## src/rtl/stall_ctrl_pkg.sv

```systemverilog
// Shared encodings for the pipeline stall controller: Tuse/Tnew codes, MDU op type
// and default MDU latencies.
package stall_ctrl_pkg;

  // Tuse of 3 marks an unused source; no Tnew can exceed it, so it never stalls.
  localparam logic [1:0] TUSE_NONE = 2'd3;

  localparam int unsigned MULT_CYCLES_DEF = 5;
  localparam int unsigned DIV_CYCLES_DEF  = 10;

  typedef enum logic {
    MdMult = 1'b0,
    MdDiv  = 1'b1
  } md_type_e;

  typedef enum logic {
    StIdle,
    StBusy
  } md_state_e;

  // True when a D-stage source is written by an in-flight instruction that will not
  // have its result ready in time for forwarding.
  function automatic logic grf_hit(input logic [4:0] d_reg, input logic [1:0] d_tuse,
                                   input logic [4:0] w_a3, input logic w_we,
                                   input logic [1:0] w_tnew);
    return (d_reg != 5'd0) && w_we && (w_a3 == d_reg) && (w_tnew > d_tuse);
  endfunction

endpackage

```

## src/rtl/stall_ctrl_md_busy_counter.sv

```systemverilog
// Multiply/divide busy-window countdown; a start in E loads the op latency and the
// count then drains to zero.
module stall_ctrl_md_busy_counter
  import stall_ctrl_pkg::*;
#(
  parameter int unsigned MULT_CYCLES = MULT_CYCLES_DEF,
  parameter int unsigned DIV_CYCLES  = DIV_CYCLES_DEF,
  parameter int unsigned CNT_W       = 4
) (
  input  logic clk_i,
  input  logic reset_i,
  input  logic start_i,
  input  logic div_i,
  output logic busy_o
);

  logic [CNT_W-1:0] cnt_q, cnt_d;
  md_state_e        state;
  md_type_e         md_type;

  assign md_type = md_type_e'(div_i);
  assign state   = (cnt_q == '0) ? StIdle : StBusy;

  always_comb begin
    cnt_d = cnt_q;
    if (start_i) begin
      // A start always reloads, even mid-countdown.
      cnt_d = (md_type == MdDiv) ? CNT_W'(DIV_CYCLES) : CNT_W'(MULT_CYCLES);
    end else begin
      unique case (state)
        StIdle:  cnt_d = '0;
        StBusy:  cnt_d = cnt_q - 1'b1;
        default: cnt_d = '0;
      endcase
    end
  end

  always_ff @(posedge clk_i) begin
    if (reset_i) begin
      cnt_q <= '0;
    end else begin
      cnt_q <= cnt_d;
    end
  end

  assign busy_o = (state == StBusy);

endmodule

```

## src/rtl/stall_ctrl.sv

```systemverilog
// Hazard/sequencing controller for the five-stage pipeline: GRF Tuse/Tnew stalls and
// MDU busy stalls. Define STALL_PERF_EN to add the stall performance counters.
module stall_ctrl
  import stall_ctrl_pkg::*;
#(
  parameter int unsigned MULT_CYCLES = MULT_CYCLES_DEF,
  parameter int unsigned DIV_CYCLES  = DIV_CYCLES_DEF,
  parameter int unsigned CNT_W       = 4
) (
  input  logic        clk,
  input  logic        reset,
  input  logic [4:0]  D_rs,
  input  logic [4:0]  D_rt,
  input  logic [1:0]  D_Tuse_rs,
  input  logic [1:0]  D_Tuse_rt,
  input  logic        D_is_md,
  input  logic [4:0]  E_A3,
  input  logic        E_Wegrf,
  input  logic [1:0]  E_Tnew,
  input  logic [4:0]  M_A3,
  input  logic        M_Wegrf,
  input  logic [1:0]  M_Tnew,
  input  logic        E_md_start,
  input  logic        E_md_div,
  output logic        stall,
  output logic        F_en,
  output logic        D_en,
  output logic        E_flush,
  output logic        md_busy
`ifdef STALL_PERF_EN
  ,
  output logic [31:0] stall_cnt,
  output logic [31:0] md_stall_cnt
`endif
);

  logic busy;
  logic stall_grf;
  logic stall_md;
  logic stall_raw;

  stall_ctrl_md_busy_counter #(
    .MULT_CYCLES(MULT_CYCLES),
    .DIV_CYCLES (DIV_CYCLES),
    .CNT_W      (CNT_W)
  ) u_md_busy_counter (
    .clk_i  (clk),
    .reset_i(reset),
    .start_i(E_md_start),
    .div_i  (E_md_div),
    .busy_o (busy)
  );

  always_comb begin
    stall_grf = grf_hit(D_rs, D_Tuse_rs, E_A3, E_Wegrf, E_Tnew) |
                grf_hit(D_rs, D_Tuse_rs, M_A3, M_Wegrf, M_Tnew) |
                grf_hit(D_rt, D_Tuse_rt, E_A3, E_Wegrf, E_Tnew) |
                grf_hit(D_rt, D_Tuse_rt, M_A3, M_Wegrf, M_Tnew);
    // Outputs are forced quiet while reset is held so stage registers free-run.
    stall_md  = D_is_md & (busy | E_md_start) & ~reset;
    stall_raw = (stall_grf & ~reset) | stall_md;
  end

  assign stall   = stall_raw;
  assign F_en    = ~stall_raw;
  assign D_en    = ~stall_raw;
  assign E_flush = stall_raw;
  assign md_busy = busy & ~reset;

`ifdef STALL_PERF_EN
  logic [31:0] stall_cnt_q, stall_cnt_d;
  logic [31:0] md_stall_cnt_q, md_stall_cnt_d;

  always_comb begin
    stall_cnt_d    = stall_cnt_q + {31'd0, stall_raw};
    md_stall_cnt_d = md_stall_cnt_q + {31'd0, stall_md};
  end

  always_ff @(posedge clk) begin
    if (reset) begin
      stall_cnt_q    <= '0;
      md_stall_cnt_q <= '0;
    end else begin
      stall_cnt_q    <= stall_cnt_d;
      md_stall_cnt_q <= md_stall_cnt_d;
    end
  end

  assign stall_cnt    = stall_cnt_q;
  assign md_stall_cnt = md_stall_cnt_q;
`endif

endmodule

```

## config.mk

```make
export PLATFORM = sky130hd
export DESIGN_NAME = stall_ctrl
export DESIGN_NICKNAME = d
export VERILOG_FILES = /design/src/rtl/stall_ctrl_pkg.sv /design/src/rtl/stall_ctrl_md_busy_counter.sv /design/src/rtl/stall_ctrl.sv
export SDC_FILE = /design/constraint.sdc
export NUM_CORES = 1
export LEC_CHECK = 0
export CORE_MARGIN = 8
export CORE_UTILIZATION = 35
export DETAILED_ROUTE_END_ITERATION = 16
export GPL_TIMING_DRIVEN = 0
export PLACE_DENSITY = 0.76
export REMOVE_ABC_BUFFERS = 1
export SYNTH_ARGS = -nofsm -noshare
export SYNTH_HDL_FRONTEND = slang
export SYNTH_SLANG_ARGS = --single-unit
```

## constraint.sdc

```tcl
create_clock -name clk -period 5.25 [get_ports clk]
set_input_delay 1.05 -clock clk [delete_from_list [all_inputs] [get_ports clk]]
set_output_delay 1.05 -clock clk [all_outputs]
set_load 0.05 [all_outputs]
```

* Yosys cells after proc, flatten, opt, wreduce, memory -nomap -nowiden
Cells that the tools add are included.
W data, S select, Z words.
** Cells by class
- $add $sub $neg :: 1
- $lt $le $gt $ge :: 4
- Equality and inequality tests :: 4
- Muxes and demuxes :: 4
- Bitwise logic cells :: 11
- Reductions and logical operators :: 15
** Operators with widths (count)
- $eq A5 B5 Y1 :: 4
- $logic_and A1 B1 Y1 :: 12
- $reduce_bool A5 Y1 :: 2
- $gt A2 B2 Y1 :: 4
- $mux W4 :: 2
- $pmux W4 S2 :: 1
- $or A1 B1 Y1 :: 5
- $and A1 B1 Y1 :: 4
- $logic_not A4 Y1 :: 1
- $sub A4 B1 Y4 const B :: 1
- $not A1 Y1 :: 2
- $mux W1 :: 1
** Storage, ports and cells
- Bits in registers :: 4
- Input bits :: 35
- Output and inout port bits :: 5
- Logic and storage cells :: 40

* Depth between registers and ports, before layout
Gate-level depths: netlist of the first run.
- Depth in word-level cells :: 10
- Mapped depth :: 8
- Gate-level depth less buffers :: 7

* By module
A second synthesis of the first run with hierarchy kept.
** Second synthesis, totals
- Cell total of the unflattened synthesis :: 85
- Area total of the unflattened synthesis :: 661.9 sq um
** Modules (own cells, without submodules)
- stall_ctrl :: times used 1, cells an instance 65, area an instance 481.7 sq um, sequential area each 0.0 sq um
- stall_ctrl_md_busy_counter :: times used 1, cells an instance 20, area an instance 180.2 sq um, sequential area each 80.1 sq um

* Least setup slack after synthesis of the first run
Ideal clock, no wire load.
- Path type :: in2out
- From :: input port D_Tuse_rt[1]
- To :: output port stall
- Arrival :: 2652 ps
- Required time :: 4200 ps
- Slack :: 1548 ps
- Cell stages on the path :: 8
- Buffers on the path :: 1
- Cells stage by stage :: inv_1 -> ha_1 -> nor2b_1 -> o211ai_1 -> nor4_1 -> o21ai_1 -> nand3_1 -> buf_4
** On the way
- Cells in the longest elaborated chain, start to end :: 6
- Elaborated cells between the ends (all ways) :: 8
- Those cells by class :: order compare (2); bitwise (4); reduce/logical (2)
** Ends and longest elaborated chain
- from (decl) :: RTL line stall_ctrl.sv:15 : input logic [1:0] D_Tuse_rt,
- $gt A2 B2 Y1 :: RTL line stall_ctrl_pkg.sv:26 : return (d_reg != 5'd0) && w_we && (w_a3 == d_reg) && (w_tnew > d_tuse);
- $logic_and A1 B1 Y1 :: RTL line stall_ctrl_pkg.sv:26
- $or A1 B1 Y1 :: RTL line stall_ctrl.sv:56 : grf_hit(D_rs, D_Tuse_rs, M_A3, M_Wegrf, M_Tnew) |
- $or A1 B1 Y1 * :: RTL line stall_ctrl.sv:57 : grf_hit(D_rt, D_Tuse_rt, E_A3, E_Wegrf, E_Tnew) |
- $and A1 B1 Y1 * :: RTL line stall_ctrl.sv:61 : stall_raw = (stall_grf & ~reset) | stall_md;
- $or A1 B1 Y1 * :: RTL line stall_ctrl.sv:61
- to (decl) :: RTL line stall_ctrl.sv:25 : output logic stall,
Every way passes the cells marked *; elsewhere a longest branch is shown, timed or not.

* Worst setup path after layout of the first run
- From :: input port D_Tuse_rs[1]
- To :: output port stall
** On the way
- Cells in the longest elaborated chain, start to end :: 7
- Elaborated cells between the ends (all ways) :: 9
- Those cells by class :: order compare (2); bitwise (5); reduce/logical (2)
** Ends and longest elaborated chain
- from (decl) :: RTL line stall_ctrl.sv:14 : input logic [1:0] D_Tuse_rs,
- $gt A2 B2 Y1 :: RTL line stall_ctrl_pkg.sv:26
- $logic_and A1 B1 Y1 :: RTL line stall_ctrl_pkg.sv:26
- $or A1 B1 Y1 * :: RTL line stall_ctrl.sv:55 : stall_grf = grf_hit(D_rs, D_Tuse_rs, E_A3, E_Wegrf, E_Tnew) |
- $or A1 B1 Y1 * :: RTL line stall_ctrl.sv:56
- $or A1 B1 Y1 * :: RTL line stall_ctrl.sv:57
- $and A1 B1 Y1 * :: RTL line stall_ctrl.sv:61
- $or A1 B1 Y1 * :: RTL line stall_ctrl.sv:61
Marked as above.

==> impl_metrics.csv, run 1 <==
group,metric,value,unit
status,outcome,"completed",
critical_path,crit_path_end_kind,"output pin",
min_path,hold-path-endpoint,"u_md_busy_counter.cnt_q[3]$_SDFF_PP0_",
cells_and_area,final_cells,158,
floorplan,dieHeight,60.22,um
synthesis,netlist_instances,92,
power,leakagePower,0.4326,nW
floorplan,die_width,60.22,um
timing,finalSetupViolations,0,
cts,clockBufferDepth,2,
cts,numClockSinks,4,
critical_path,timing.rr.end,"u_md_busy_counter.cnt_q[1]$_SDFF_PP0_",
timing,slew_viol_final,0,
job,cap_violations,0,
grt,grt_antenna_before_repair,0,
cts,cts_buffers,3,
cts,post_cts_buffers,0,
power,p_per_area,148.5,nW/um^2
cells_and_area,nFillCells,177,
detailed_routing,via_per_inst,4.962,
cells_and_area,largest_reg_flops,4,
cts,ctsHoldBuffers,0,
critical_path,required,4.20,ns
place,dp_slack,0.7221,ns
synthesis,ys_types,29,
min_path,min_from,"u_md_busy_counter.cnt_q[3]$_SDFF_PP0_",
cells_and_area,most-common-layout-cells,"39 x clkdlybuf4s50_1, 11 x xnor2_1, 8 x inv_1, 8 x ha_1",
place,dp_cells,155,
timing,fin_crit,4.532,ns
timing,holdWs,0.5343,ns
grt,grtUsageTotal,12.89,%
grt,grt.overflow.total,0,
synthesis,syn-cell-area,684.4,sq um
grt,grt_max_degree,9,
cells_and_area,largest_register,"u_md_busy_counter.cnt_q",
cells_and_area,diodes,0,
min_path,hp-class,"reg2reg",
cts,worstSkewPairLatency,0.24,ns
grt,grt_pass1_wl,3546,um
cts,cts_max_level,1,
timing,setup_tns,0,ns
place,dp.final_hpwl,1920,um
min_path,hold_depth,2,
synthesis,yosys-top-cells-area,"ha_1 15%, xnor2_1 14%, dfxtp_1 12%",
synthesis,synth_area_leader_cell,"ha_1",
cells_and_area,reg.largest.list,"u_md_busy_counter.cnt_q (4)",
cells_and_area,drive_above_1_share,3.053,%
cts,cts_tree,"done",
synthesis,syn_area_per_cell,7.439,sq um
floorplan,core.rowCount,16,
timing,relSlewSlack,65.81,%
synthesis,ys_warn_count,0,
critical_path,critical_path.max_fanout,2,
synthesis,synth_edf_count,0,
synthesis,async_reset_ff_share,0,%
place,gp_congestion,0.7932,
critical_path,critical_path_class,"in2out",
synthesis,synth_top_area_share,14.63,%
floorplan,dieArea,3626,sq um
critical_path,cp_data_arrival_time,3.48,ns
detailed_routing,drt-initial-drc-count,10,
cells_and_area,area_growth,62.52,%
place,portBuffers,39,
power,power.total,0.1652,mW
cts,ctsRootBufferMaster,"clkbuf_4",
grt,grt_pass1_vias,847,
power,max-vdd-ir-drop,110.0,uV
cts,path_clk_slew,0.04,ns
critical_path,rr_worst_depth,4,
cells_and_area,register_area,80.08,sq um
detailed_routing,wl_per_cell,13.76,um
critical_path,ff2ff_setup_slack,4.25,ns
critical_path,cp-start-kind,"input pin",
synthesis,yosysSeqAreaShare,11.70,%
timing,max_freq,220.6,MHz
synthesis,synth_ff_type,"dfxtp_1",
cells_and_area,final_nets,176,
detailed_routing,remaining_drc_errors,0,
timing,worst_pin_slew,0.5112,ns
detailed_routing,drt_first_pass_iters,4,
floorplan,placeableCoreArea,1902,sq um
timing,setup_slack,0.7177,ns
detailed_routing,postRouteAntennaNets,0,
synthesis,ys_ff_latch,4,
detailed_routing,routed_wl,2174,um
floorplan,design.portCount,40,
floorplan,start_util,35.99,%
timing,min_period_over_period,86.33,%
cells_and_area,multi_input_area,555.5,sq um
cts,cts_resized,0,
timing,skew,0.004606,ns
critical_path,r2r_start,"u_md_busy_counter.cnt_q[3]$_SDFF_PP0_",
timing,rsz0062_at_grt,"false",
cells_and_area,final_common_cell,"clkdlybuf4s50_1",
timing,timing_hold_violations_final,0,
detailed_routing,via_count,784,
[cell families after synthesis]
group / count (synthesis) / synth area share, %
simple gates: 34 / 28.15
xor+xnor: 18 / 23.03
compound gates: 17 / 15.36
fa+ha+maj: 8 / 14.63
flops: 4 / 11.70
buf+inv: 11 / 7.129
[final cells by class]
type | instances | area share (%)
clock buffers | 3 | 2.025
inverters | 8 | 2.700
multi-input cells | 77 | 49.94
flip-flops and latches | 4 | 7.199
well taps | 27 | 3.037
repair buffers | 39 | 35.10
[synthesized netlist by cell type, drive strengths merged (4+ instances only)]
cell / count
nor3: 4
xnor2: 11
nand2: 4
nor2: 4
nor4: 4
dfxtp: 4
nand2b: 6
ha: 8
a21oi: 7
xor2: 7
inv: 8
[worst max-delay path by stage]
stage	from	slack [ns]	end
final	D_Tuse_rs[1]	0.72	stall
after global routing	D_Tuse_rs[1]	0.57	stall
after CTS	D_Tuse_rs[1]	0.72	stall
after detailed placement	D_Tuse_rs[1]	0.72	stall
after global placement	D_Tuse_rs[1]	0.72	stall
after floorplan	D_Tuse_rt[1]	1.55	D_en
[per-stage QoR]
| step | utilization (%) | area (sq um) |
|---|---|---|
| 2_1_floorplan | - | 665.6 |
| 3_3_place_gp | 57.30 | 1090 |
| 3_5_place_dp | 57.30 | 1090 |
| 4_1_cts | 58.49 | 1112 |
| 5_1_grt | 58.49 | 1112 |
| 6_report | 58.49 | 1112 |
[report_power, final]
part	internal, mW	switching, mW
Clock	0.0256	0.0136
Combinational	0.0477	0.0431
Sequential	0.0327	0.00253
[critical path: stages]
cell	delay [ns]
clkdlybuf4s50_1	0.45
inv_1	0.06
ha_1	0.31
a21boi_1	0.14
nand4_1	0.11
nor4_1	0.32
o21ai_1	0.12
nand3_1	0.10
clkdlybuf4s50_1	0.81
[metal layers]
metal  vias to the layer above  share of wire, %  track usage [%]
met3                         2                10            7.097
met4                         0               1.1            4.422
met2                        37                49            22.41
met1                       340                40            12.48
met5                         -                 0                0
li1                        405                 -                -
Power figures use the tool's default switching activity.
==> inputs of run 2 (changes only) <==
--- a/config.mk
+++ b/config.mk
@@ -5,11 +5,12 @@
 export SDC_FILE = /design/constraint.sdc
 export NUM_CORES = 1
 export LEC_CHECK = 0
+export ABC_AREA = 1
 export CORE_MARGIN = 8
 export CORE_UTILIZATION = 35
 export DETAILED_ROUTE_END_ITERATION = 16
 export GPL_TIMING_DRIVEN = 0
-export PLACE_DENSITY = 0.76
+export PLACE_DENSITY = 0.72
 export REMOVE_ABC_BUFFERS = 1
 export SYNTH_ARGS = -nofsm -noshare
 export SYNTH_HDL_FRONTEND = slang
==> impl_metrics.csv, run 2 <==
group,metric,value,unit
timing,worst_pin_slew,0.5062,ns
grt,grt_antenna_before_repair,0,
detailed_routing,drt_first_pass_iters,4,
power,p_seq_share,20.3,%
power,clkPwrFrac,22.2,%
place,portBuffers,39,
cts,post_cts_buffers,0,
detailed_routing,wl_per_cell,11.01,um
detailed_routing,via_per_inst,4.566,
critical_path,critical_path.max_fanout,2,
power,switching_share,37.92,%
power,power.total,0.1733,mW
detailed_routing,remaining_drc_errors,0,
synthesis,synth_ff_type,"dfxtp_1",
cells_and_area,largest_reg_flops,4,
floorplan,start_util,36.66,%
detailed_routing,via_count,968,
cells_and_area,final_cells,212,
synthesis,yosys-top-cells-count,"50 x nand2_1, 27 x inv_1, 17 x nor2_1",
synthesis,synth_fa_ha_area_share,12.46,%
synthesis,synth_top_family_by_area,"simple AND/OR/NAND/NOR gates",
synthesis,synthMuxAreaShare,0,%
grt,grt_max_degree,5,
power,max-vdd-ir-drop,109.7,uV
synthesis,yosys-top-cells-area,"nand2_1 23%, inv_1 13%, ha_1 12%",
timing,relSlewSlack,66.15,%
cts,cts_buffers,3,
cts,path_clk_slew,0.04,ns
synthesis,synth_compound_area_share,10.90,%
synthesis,synth_top_area_share,23.36,%
timing,skew,0.004919,ns
critical_path,crit_top_cell,"nor2_1",
synthesis,synth_xor_area_share,9.813,%
synthesis,yosys.area_share.simple,41.43,%
floorplan,core.rowCount,17,
critical_path,crit_path_top_delay_cell,"clkdlybuf4s50_1",
critical_path,critical_path_class,"in2out",
grt,grt_pass1_vias,938,
floorplan,placeableCoreArea,2191,sq um
critical_path,cp-start-kind,"input pin",
cells_and_area,final_common_cell,"nand2_1",
timing,rsz0062_at_grt,"false",
cells_and_area,area_growth,53.89,%
cts,numClockSinks,4,
grt,grt.overflow.total,0,
detailed_routing,routed_wl,2334,um
timing,timing_hold_violations_final,0,
place,dp_slack,0.8416,ns
timing,setup_tns,0,ns
power,p_per_area,140.2,nW/um^2
synthesis,synth_most_common_cell,"nand2_1",
cts,cts_resized,0,
synthesis,synth_area_leader_cell,"nand2_1",
status,outcome,"completed",
detailed_routing,drt-initial-drc-count,60,
cells_and_area,reg.largest.list,"u_md_busy_counter.cnt_q (4)",
power,leakagePower,0.6497,nW
place,dp.final_hpwl,2124,um
synthesis,ys_types,24,
critical_path,cpPeakStageDelay,0.83,ns
timing,setup_slack,0.8596,ns
place,dp_cells,209,
timing,max_freq,227.8,MHz
timing,min_period_over_period,83.63,%
cts,worstSkewPairLatency,0.24,ns
cells_and_area,final_nets,229,
synthesis,async_reset_ff_share,0,%
cells_and_area,drive_above_1_share,5.978,%
synthesis,synth_edf_count,0,
floorplan,dieArea,4084,sq um
power,p_int,0.1076,mW
synthesis,syn-cell-area,803.3,sq um
critical_path,crit_path_end_kind,"output pin",
power,p_comb_share,57.5,%
timing,finalSetupViolations,0,
floorplan,die_width,63.91,um
floorplan,design.portCount,40,
cells_and_area,largest_register,"u_md_busy_counter.cnt_q",
timing,fin_crit,4.390,ns
grt,grt_pass1_wl,3891,um
synthesis,ys_warn_count,0,
place,gp_congestion,0.8014,
cells_and_area,most-common-layout-cells,"50 x nand2_1, 39 x clkdlybuf4s50_1, 27 x inv_1",
cts,ctsRootBufferMaster,"clkbuf_4",
cts,ctsHoldBuffers,0,
synthesis,netlist_instances,144,
power,p_sw,0.06572,mW
cts,cts_tree,"done",
timing,slew_viol_final,0,
floorplan,dieHeight,63.91,um
cells_and_area,diodes,0,
critical_path,required,4.20,ns
cells_and_area,fin_util,56.42,%
synthesis,syn_area_per_cell,5.578,sq um
min_path,hp-class,"reg2reg",
synthesis,yosysSeqAreaShare,9.969,%
synthesis,ys_ff_latch,4,
cts,cts_max_level,1,
cts,clockBufferDepth,2,
grt,grtUsageTotal,11.51,%
detailed_routing,postRouteAntennaNets,0,
critical_path,cp_data_arrival_time,3.34,ns
job,cap_violations,0,
critical_path,path_cells,"clkdlybuf4s50_1 -> inv_1 -> ha_1 -> inv_1 -> o21bai_1 -> nand2_1 -> nor2_1 -> nand3_2 -> nand3_2 -> nor2_1 -> nor2_1 -> clkdlybuf4s50_1",
## run 2: cell types whose count changed in the layout (fill, tap and decap cells not counted), sizes merged, moves of 4 or more
| cell | before | now |
|---|---|---|
| nand2 | 4 | 51 |
| inv | 8 | 29 |
| nor2 | 4 | 19 |
| nand2b | 6 | 0 |
| xor2 | 7 | 2 |
| nor4 | 4 | 0 |
| xnor2 | 11 | 7 |
## run 2: worst max-delay path, delay by kind of cell
family	cells	cell delay, ns
adder cells (fa/ha/maj)	1	0.30
AO/OA/AOI/OAI	1	0.12
AND/OR/NAND/NOR	6	0.49
buffers and inverters	4	1.37
## run 2: power by group through the flow
stage | logic [mW] | clock network [mW] | registers (mW)
after floorplan | 0.0541 | 0 | 0.0352
after global placement | 0.0977 | 0 | 0.0355
after detailed placement | 0.100 | 0 | 0.0358
after CTS | 0.101 | 0.0397 | 0.0353
after global routing | 0.110 | 0.0424 | 0.0355
final | 0.0996 | 0.0384 | 0.0353
## run 2: final cells by class
type	instances	area, sq um
Fill cell	231	954.7
Multi-Input combinational cell	109	599.3
Timing Repair Buffer	39	390.4
Inverter	29	108.9
Sequential cell	4	80.08
Tap cell	28	35.03
Clock buffer	3	22.52
## run 2: metal layers
metal	vias to the layer above	share of wire (%)	GRT usage, %
met5	-	0	0
li1	524	-	-
met1	417	42	11.63
met2	27	52	21.20
met3	0	6.0	4.181
met4	0	0	3.900
## run 2: through the flow
stage	instance area, sq um	hold WS [ns]
after floorplan	788.3	0.4625
after global placement	1214	0.4864
after detailed placement	1214	0.4976
after CTS	1236	0.5025
after global routing	1236	0.5253
final	1236	0.4978
## run 2: logic make-up (layout without fill, tap and decap cells)
logic type                 after synthesis  count (layout)
AOI/OAI and AO/OA                       14              14
buffers and inverters                   31              71
DFF                                      4               4
and+or+nand+nor                         78              78
adders and majority gates                8               8
xor gates and xnor gates                 9               9
## run 2: path summary, 6_finish.rpt
check                                              from                                     to  slack, ns  depth (start not counted)
setup / recovery                           D_Tuse_rt[1]                                E_flush       0.86                         12
hold / removal    u_md_busy_counter.cnt_q[1]$_SDFF_PP0_  u_md_busy_counter.cnt_q[1]$_SDFF_PP0_       0.50                          2
setup reg to reg  u_md_busy_counter.cnt_q[0]$_SDFF_PP0_  u_md_busy_counter.cnt_q[0]$_SDFF_PP0_       4.34                          4
hold reg to reg   u_md_busy_counter.cnt_q[1]$_SDFF_PP0_  u_md_busy_counter.cnt_q[1]$_SDFF_PP0_       0.50                          2
